`config.mk`:
```
export PLATFORM = sky130hd
export DESIGN_NAME = fft_bfly_stream
export DESIGN_NICKNAME = d
export VERILOG_FILES = /design/src/rtl/fft_bfly_pkg.sv /design/src/rtl/fft_cmult.sv /design/src/rtl/fft_bfly_stream.sv
export SDC_FILE = /design/constraint.sdc
export NUM_CORES = 2
export LEC_CHECK = 0
export ABC_AREA = 1
export BUFFER_PORTS_ARGS = -buffer_cell sky130_fd_sc_hd__buf_2
export CORE_AREA = 3 3 392 394
export CTS_BUF_LIST = sky130_fd_sc_hd__clkbuf_8
export DETAILED_ROUTE_END_ITERATION = 10
export DIE_AREA = 0 0 395 397
export PLACE_DENSITY = 0.75
export SLEW_MARGIN = 20
export SYNTH_ARGS = -nofsm -noshare
export SYNTH_HDL_FRONTEND = slang
export SYNTH_HIERARCHICAL = 1
export SYNTH_SLANG_ARGS = --single-unit
```
`constraint.sdc`:
```
create_clock -name clk -period 9.4 [get_ports clk]
set_clock_uncertainty 0.1 [all_clocks]
set_input_delay 0.94 -clock clk [delete_from_list [all_inputs] [get_ports clk]]
set_output_delay 0.94 -clock clk [all_outputs]
set_load 0.01 [all_outputs]
```
`src/rtl/fft_bfly_pkg.sv`:
```
// Shared types and twiddle-format helpers for the streaming FFT butterfly
// and its complex multiplier.
package fft_bfly_pkg;

    localparam int SAMPLE_W_DEF = 32;
    localparam int TWDL_W_DEF   = 10;

    typedef struct packed {
        logic signed [SAMPLE_W_DEF-1:0] re;
        logic signed [SAMPLE_W_DEF-1:0] im;
    } cplx_t;

    typedef enum logic {
        SEL_X0,
        SEL_X1
    } sel_state_t;

    // Twiddles are Q2.(TWDL_W-2): products are renormalised by TWDL_W-2 bits
    // with a half-LSB bias for round-half-up.
    function automatic int rnd_shift(input int twdl_w);
        return twdl_w - 2;
    endfunction

    function automatic int rnd_const(input int twdl_w);
        return 1 << (twdl_w - 3);
    endfunction

endpackage

```
`src/rtl/fft_cmult.sv`:
```
// Pipelined complex multiplier p = b*w with round-half-up renormalisation of
// the Q2 twiddle; LAT register stages with a matching valid pipe.
module fft_cmult
    import fft_bfly_pkg::*;
#(
    parameter int SAMPLE_W = SAMPLE_W_DEF,
    parameter int TWDL_W   = TWDL_W_DEF,
    parameter int LAT      = 3
) (
    input  logic                       clk,
    input  logic                       rst,
    input  logic                       in_vld,
    input  logic signed [SAMPLE_W-1:0] b_re,
    input  logic signed [SAMPLE_W-1:0] b_im,
    input  logic signed [TWDL_W-1:0]   w_re,
    input  logic signed [TWDL_W-1:0]   w_im,
    output logic                       out_vld,
    output logic signed [SAMPLE_W:0]   p_re,
    output logic signed [SAMPLE_W:0]   p_im
);

    localparam int PW = SAMPLE_W + TWDL_W + 2;
    localparam int RW = SAMPLE_W + 1;

    logic signed [PW-1:0] br, bi, wr, wi;
    logic signed [PW-1:0] full_re, full_im, rnd_re, rnd_im;
    logic signed [RW-1:0] pn_re, pn_im;

    always_comb begin
        br      = PW'(b_re);
        bi      = PW'(b_im);
        wr      = PW'(w_re);
        wi      = PW'(w_im);
        full_re = br * wr - bi * wi;
        full_im = br * wi + bi * wr;
        rnd_re  = full_re + PW'(rnd_const(TWDL_W));
        rnd_im  = full_im + PW'(rnd_const(TWDL_W));
        pn_re   = RW'(rnd_re >>> rnd_shift(TWDL_W));
        pn_im   = RW'(rnd_im >>> rnd_shift(TWDL_W));
    end

    logic signed [RW-1:0] re_pipe [LAT];
    logic signed [RW-1:0] im_pipe [LAT];
    logic        [LAT-1:0] vld_pipe;

    always_ff @(posedge clk) begin
        re_pipe[0] <= pn_re;
        im_pipe[0] <= pn_im;
        for (int i = 1; i < LAT; i++) begin
            re_pipe[i] <= re_pipe[i-1];
            im_pipe[i] <= im_pipe[i-1];
        end
        if (rst) begin
            vld_pipe <= '0;
        end else begin
            vld_pipe[0] <= in_vld;
            for (int i = 1; i < LAT; i++) begin
                vld_pipe[i] <= vld_pipe[i-1];
            end
        end
    end

    assign out_vld = vld_pipe[LAT-1];
    assign p_re    = re_pipe[LAT-1];
    assign p_im    = im_pipe[LAT-1];

endmodule

```
`src/rtl/fft_bfly_stream.sv`:
```
// Streaming radix-2 butterfly: x0 = a + b*w, x1 = a - b*w as two output beats.
// Define FFT_BFLY_SAT_EN to clamp overflowing unscaled results instead of wrapping.
//
// state  | meaning
// SEL_X0 | head pair (if any) presents x0, out_last=0
// SEL_X1 | head pair presents x1, out_last=1; consume pops the pair
module fft_bfly_stream
    import fft_bfly_pkg::*;
#(
    parameter int SAMPLE_W  = SAMPLE_W_DEF,
    parameter int TWDL_W    = TWDL_W_DEF,
    parameter int MUL_LAT   = 3,
    parameter int OUT_DEPTH = 4
) (
    input  logic                clk,
    input  logic                rst,
    input  logic [SAMPLE_W-1:0] in_a_re,
    input  logic [SAMPLE_W-1:0] in_a_im,
    input  logic [SAMPLE_W-1:0] in_b_re,
    input  logic [SAMPLE_W-1:0] in_b_im,
    input  logic [TWDL_W-1:0]   in_w_re,
    input  logic [TWDL_W-1:0]   in_w_im,
    input  logic                in_inv,
    input  logic                in_scale,
    input  logic                in_vld,
    output logic                in_rdy,
    output logic [SAMPLE_W-1:0] out_re,
    output logic [SAMPLE_W-1:0] out_im,
    output logic                out_last,
    output logic                out_vld,
    input  logic                out_rdy,
    output logic                ovf_flag,
    input  logic                clr_ovf
);

    localparam int AW     = $clog2(OUT_DEPTH);
    localparam int CW     = $clog2(OUT_DEPTH + 1);
    localparam int PAIR_W = 4 * SAMPLE_W;
    localparam logic [TWDL_W-1:0] W_MIN = {1'b1, {(TWDL_W-1){1'b0}}};
    localparam logic [TWDL_W-1:0] W_MAX = {1'b0, {(TWDL_W-1){1'b1}}};

    logic              xfer;
    logic [TWDL_W-1:0] w_im_eff;

    assign xfer = in_vld & in_rdy;

    always_comb begin
        w_im_eff = in_w_im;
        if (in_inv) w_im_eff = (in_w_im == W_MIN) ? W_MAX : -in_w_im;
    end

    logic                p_vld;
    logic [SAMPLE_W:0]   p_re, p_im;

    fft_cmult #(
        .SAMPLE_W(SAMPLE_W),
        .TWDL_W  (TWDL_W),
        .LAT     (MUL_LAT)
    ) u_cmult (
        .clk    (clk),
        .rst    (rst),
        .in_vld (xfer),
        .b_re   (in_b_re),
        .b_im   (in_b_im),
        .w_re   (in_w_re),
        .w_im   (w_im_eff),
        .out_vld(p_vld),
        .p_re   (p_re),
        .p_im   (p_im)
    );

    logic [SAMPLE_W-1:0] a_re_pipe [MUL_LAT];
    logic [SAMPLE_W-1:0] a_im_pipe [MUL_LAT];
    logic [MUL_LAT-1:0]  scl_pipe;

    always_ff @(posedge clk) begin
        a_re_pipe[0] <= in_a_re;
        a_im_pipe[0] <= in_a_im;
        scl_pipe[0]  <= in_scale;
        for (int i = 1; i < MUL_LAT; i++) begin
            a_re_pipe[i] <= a_re_pipe[i-1];
            a_im_pipe[i] <= a_im_pipe[i-1];
            scl_pipe[i]  <= scl_pipe[i-1];
        end
    end

    function automatic void sum_comp(
        input  logic [SAMPLE_W-1:0] a,
        input  logic [SAMPLE_W:0]   p,
        input  logic                sub,
        input  logic                scl,
        output logic [SAMPLE_W-1:0] r,
        output logic                o
    );
        logic signed [SAMPLE_W+1:0] s;
        if (sub) s = $signed({{2{a[SAMPLE_W-1]}}, a}) - $signed({p[SAMPLE_W], p});
        else     s = $signed({{2{a[SAMPLE_W-1]}}, a}) + $signed({p[SAMPLE_W], p});
        o = 1'b0;
        if (scl) begin
            r = SAMPLE_W'(s >>> 1);
        end else begin
            r = SAMPLE_W'(s);
            o = (s[SAMPLE_W+1:SAMPLE_W-1] != 3'b000) && (s[SAMPLE_W+1:SAMPLE_W-1] != 3'b111);
`ifdef FFT_BFLY_SAT_EN
            if (o) r = s[SAMPLE_W+1] ? {1'b1, {(SAMPLE_W-1){1'b0}}} : {1'b0, {(SAMPLE_W-1){1'b1}}};
`endif
        end
    endfunction

    logic [SAMPLE_W-1:0] x0_re, x0_im, x1_re, x1_im;
    logic                o0r, o0i, o1r, o1i, pair_ovf;

    always_comb begin
        sum_comp(a_re_pipe[MUL_LAT-1], p_re, 1'b0, scl_pipe[MUL_LAT-1], x0_re, o0r);
        sum_comp(a_im_pipe[MUL_LAT-1], p_im, 1'b0, scl_pipe[MUL_LAT-1], x0_im, o0i);
        sum_comp(a_re_pipe[MUL_LAT-1], p_re, 1'b1, scl_pipe[MUL_LAT-1], x1_re, o1r);
        sum_comp(a_im_pipe[MUL_LAT-1], p_im, 1'b1, scl_pipe[MUL_LAT-1], x1_im, o1i);
        pair_ovf = o0r | o0i | o1r | o1i;
    end

    // Pair FIFO plus a head register that feeds the serializer directly.
    logic [PAIR_W-1:0] mem [OUT_DEPTH];
    logic [AW-1:0]     wr_ptr, rd_ptr;
    logic [CW-1:0]     mem_cnt;
    logic [PAIR_W-1:0] hd;
    logic              hd_vld, hd_load, x1_pop, consume;

    assign hd_load = (mem_cnt != '0) & (~hd_vld | x1_pop);

    always_ff @(posedge clk) begin
        if (p_vld) mem[wr_ptr] <= {x0_re, x0_im, x1_re, x1_im};
        if (rst) begin
            wr_ptr   <= '0;
            rd_ptr   <= '0;
            mem_cnt  <= '0;
            hd       <= '0;
            hd_vld   <= 1'b0;
            ovf_flag <= 1'b0;
        end else begin
            if (p_vld)   wr_ptr <= wr_ptr + AW'(1);
            if (hd_load) begin
                rd_ptr <= rd_ptr + AW'(1);
                hd     <= mem[rd_ptr];
            end
            mem_cnt  <= mem_cnt + CW'(p_vld) - CW'(hd_load);
            hd_vld   <= hd_load | (hd_vld & ~x1_pop);
            ovf_flag <= (p_vld & pair_ovf) | (ovf_flag & ~clr_ovf);
        end
    end

    sel_state_t state_q, state_d;

    always_ff @(posedge clk) begin
        if (rst) state_q <= SEL_X0;
        else     state_q <= state_d;
    end

    always_comb begin
        state_d  = state_q;
        out_vld  = hd_vld;
        consume  = hd_vld & out_rdy;
        x1_pop   = 1'b0;
        out_last = 1'b0;
        out_re   = hd[4*SAMPLE_W-1 -: SAMPLE_W];
        out_im   = hd[3*SAMPLE_W-1 -: SAMPLE_W];
        case (state_q)
            SEL_X0: begin
                if (consume) state_d = SEL_X1;
            end
            SEL_X1: begin
                out_re   = hd[2*SAMPLE_W-1 -: SAMPLE_W];
                out_im   = hd[SAMPLE_W-1:0];
                out_last = hd_vld;
                x1_pop   = consume;
                if (consume) state_d = SEL_X0;
            end
            default: state_d = SEL_X0;
        endcase
    end

    // Credits cover every pair from acceptance until its x1 beat leaves.
    logic [CW-1:0] occ, occ_next;
    logic          rdy_q;

    assign occ_next = occ + CW'(xfer) - CW'(x1_pop);
    assign in_rdy   = rdy_q;

    always_ff @(posedge clk) begin
        if (rst) begin
            occ   <= '0;
            rdy_q <= 1'b0;
        end else begin
            occ   <= occ_next;
            rdy_q <= (occ_next < CW'(OUT_DEPTH));
        end
    end

endmodule

```
==> results by group <==
Critical path
  – Arr. time, crit path: 8.95 ns
  – Startpoint Class: primary input
  – FF-to-FF path depth: 21
  – Max stage delay on crit path: 0.56 ns
  – Crit path max fanout: 35
  – Req. time, crit path: 10.05 ns
  – Most used cell, CP: inv_1
  – Slowest CP cell: fa_1
  – CP Class: primary input to register
  – Worst setup EP type: register

Drt
  – WL final: 239000 um
  – Vias: 66.9k
  – Post-route DRC violation count: 0
  – Router iterations before antenna repair: 6
  – Wire per inst: 19.1 um
  – Post-DR vias/cell: 5.35
  – DRT iter0 DRCs: 5504
  – Post-route ant nets: 0

Clocking
  – Clock transition at path regs: 0.06 ns
  – CTS tree: yes
  – H-Tree Depth: 4
  – Worst-skew pair later-pin latency: 0.86 ns
  – CTS resizes: 0
  – CTS Sinks: 1050
  – Root buffer cell: clkbuf_8
  – Cts bufs inserted: 156
  – CTS Buffer Depth: 3

STA
  – Final setup viols: 0
  – Final Hold Violating Endpoints: 0
  – Setup TNS: 0 ns
  – Fin. max-slew vios: 0
  – Slew HR: 26.5%
  – Worst-Margin Slew: 1.10 ns
  – Period Utilization, post-route: 88.3%
  – Final hold slack: 0.0792 ns
  – RSZ-0062 raised after global routing: false
  – Minimum clock period after layout: 8.30 ns
  – Fmax: 121 MHz

Floorplan
  – Chip height: 397 um
  – FP Rows: 142
  – Die area: 157000 um2
  – Die X: 395 um
  – Initial Utilization: 58.9%
  – Ports: 223
  – Core ar.: 150000 um2

Place
  – GP Congestion: 0.938
  – IO buf count: 222
  – DPL Wire Length: 180000 um

Global routing
  – First-pass GRT wire length: 380000 um
  – Antenna violations before repair: 27
  – Vias in the first global route: 70.0k
  – Largest net degree at the start of global routing: 170
  – Total gr overflow: 0
  – Total track usage: 31.0%

Layout
  – Share of cells above drive strength 1: 8.24%
  – Reg area: 26200 um2
  – Final net count: 12.1k
  – Layout fillers: 12.5k
  – Layout area overhead: 7.53%
  – Area of the multi-input gates: 51200 um2

Synth
  – Yosys Warn Count: 6
  – Area share of the largest cell type after synthesis: 27.4%
  – Synth Flop Type: dfxtp_1
  – Cell count after synthesis: 10.3k
  – Yosys cell types: 56
  – Synthesized area: 88400 um2
  – Register area share after synthesis: 29.6%
  – Dominant cell type by area after synthesis: fa_1
  – Synth top area cells: fa_1 (27%), edfxtp_1 (17%), dfxtp_1 (12%), inv_1 (9.8%), nand2_1 (9.1%)
  – Syn Nets: 12.0k
  – Post-synth EDFFs: 512
  – Yosys reg bits: 1050
  – Synth Area per Inst: 8.61 um2
  – Share of flip-flops with an asynchronous set or reset: 0%

Hold path
  – Worst hold path class: primary input to register
  – Worst hold path cell count: 1

Run status
  – Status: finished clean

Run
  – Max-Cap Viols: 0
-- sequential cells by signal, indices dropped and copies added (netlist names) --
name,flops
mem,512
wr_ptr,2
in_rdy,1
u_cmult/im_pipe,99
hd,128
a_im_pipe,96
rd_ptr,2
a_re_pipe,96
ovf_flag,1
scl_pipe,3
u_cmult/vld_pipe,3
state_q,1
out_vld,1
u_cmult/re_pipe,99
occ,3
mem_cnt,3
-- cell usage in the layout (no fill, tap or decap), types with 8 or more instances in the layout --
master,n
diode_2,15
o21ai_0,553
mux2_2,64
inv_2,11
dfxtp_1,534
buf_2,222
nor2_2,9
nand2_1,2151
inv_1,2348
a21boi_0,8
a31oi_1,143
a21oi_1,222
ha_1,415
buf_12,20
mux2i_1,24
a21o_1,13
nor3_1,32
or2_2,29
buf_4,173
a21oi_2,10
nand3_1,152
xnor2_1,23
o21a_1,9
o21ai_1,22
nor2_1,939
o21bai_1,42
clkbuf_8,183
nand3_2,10
dlygate4sd3_1,39
nand2_2,43
clkinv_2,22
fa_1,1210
clkinv_1,14
nand4_1,30
edfxtp_1,512
xor2_1,141
-- worst max-delay path: cells and delay by family --
| family | cells | cell delay, ns |
|---|---|---|
| adders and majority gates | 9 | 4.12 |
| buffers and inverters | 15 | 1.49 |
| and+or+nand+nor | 13 | 2.32 |
-- final timing paths --
path	startpoint	to	slack, ns
setup / recovery	in_w_im[0]	u_cmult/im_pipe[0][29]	1.10
hold / removal	in_a_re[0]	a_re_pipe[0][0]	0.08
hold reg to reg	u_cmult/im_pipe[0][5]	u_cmult/im_pipe[0][38]	0.22
setup reg to reg	a_re_pipe[0][64]	ovf_flag	5.75
-- cell type report --
class / count / share of cell area (%)
Timing Repair Buffer: 456 / 3.42
Clock inverter: 104 / 0.720
Multi-Input combinational cell: 6357 / 53.8
Tap cell: 2016 / 2.65
Sequential cell: 1050 / 27.5
Clock buffer: 183 / 2.65
Antenna cell: 15 / 0.0395
Inverter: 2319 / 9.18
-- Yosys cell counts (5+ instances only) --
master,n
nor3_2,6
xnor2_1,23
nor4_1,7
xor2_1,141
mux2_2,64
clkbuf_1,349
o21ai_0,553
nand3_2,5
buf_4,82
o21ai_2,5
or2_2,29
fa_1,1210
a21oi_1,223
a31oi_1,143
edfxtp_1,512
nor2_2,9
nand2_1,2154
buf_2,37
ha_1,415
or2_1,6
buf_6,7
a21oi_2,9
nor3_1,32
inv_2,11
nand4_1,30
a21boi_0,8
dfxtp_1,538
a21o_1,13
o21bai_1,42
o21ai_1,22
nand2_2,40
buf_1,65
mux2i_1,24
o21a_1,9
nor2_1,940
nand3_1,157
inv_1,2305
o211ai_1,6
-- through the flow --
stage,cell area (um2),utilization (%),instances,worst slack [ns]
after global placement,91400,60.9,12200,0.303
after CTS,95000,63.3,12500,1.24
after detailed placement,91400,60.9,12200,0.287
after global routing,95100,63.3,12500,0.691
after floorplan,88400,-,10300,1.25
final,95100,63.3,12500,1.10
-- cells by family (layout without fill, tap and decap cells) --
| logic type | after synthesis | count (layout) | synth area share [%] |
|---|---|---|---|
| AO/OA/AOI/OAI | 1048 | 1048 | 6.51 |
| XOR/XNOR | 164 | 164 | 1.62 |
| adder cells (fa/ha/maj) | 1625 | 1625 | 33.3 |
| buffers and inverters | 2860 | 3062 | 12.6 |
| flip-flops | 1050 | 1050 | 29.6 |
| multiplexers | 88 | 88 | 1.09 |
| other | 0 | 15 | 0 |
| AND/OR/NAND/NOR | 3432 | 3432 | 15.4 |
-- what timing repair did --
action	4_1_cts	5_1_grt
setup buffers	0	0
hold buffers	39	0
hold endpoints to repair	39	0
-- metal layers --
metal,track usage [%],vias up,part of all wire [%]
li1,-,30800,-
met1,41.8,32700,41
met2,50.3,2884,47
met3,5.37,536,8.3
met4,12.0,16,4.0
met5,0,-,0.049
Power is not shown: default switching activity piles up to over one toggle a cycle in this logic, so the estimate is an artifact.
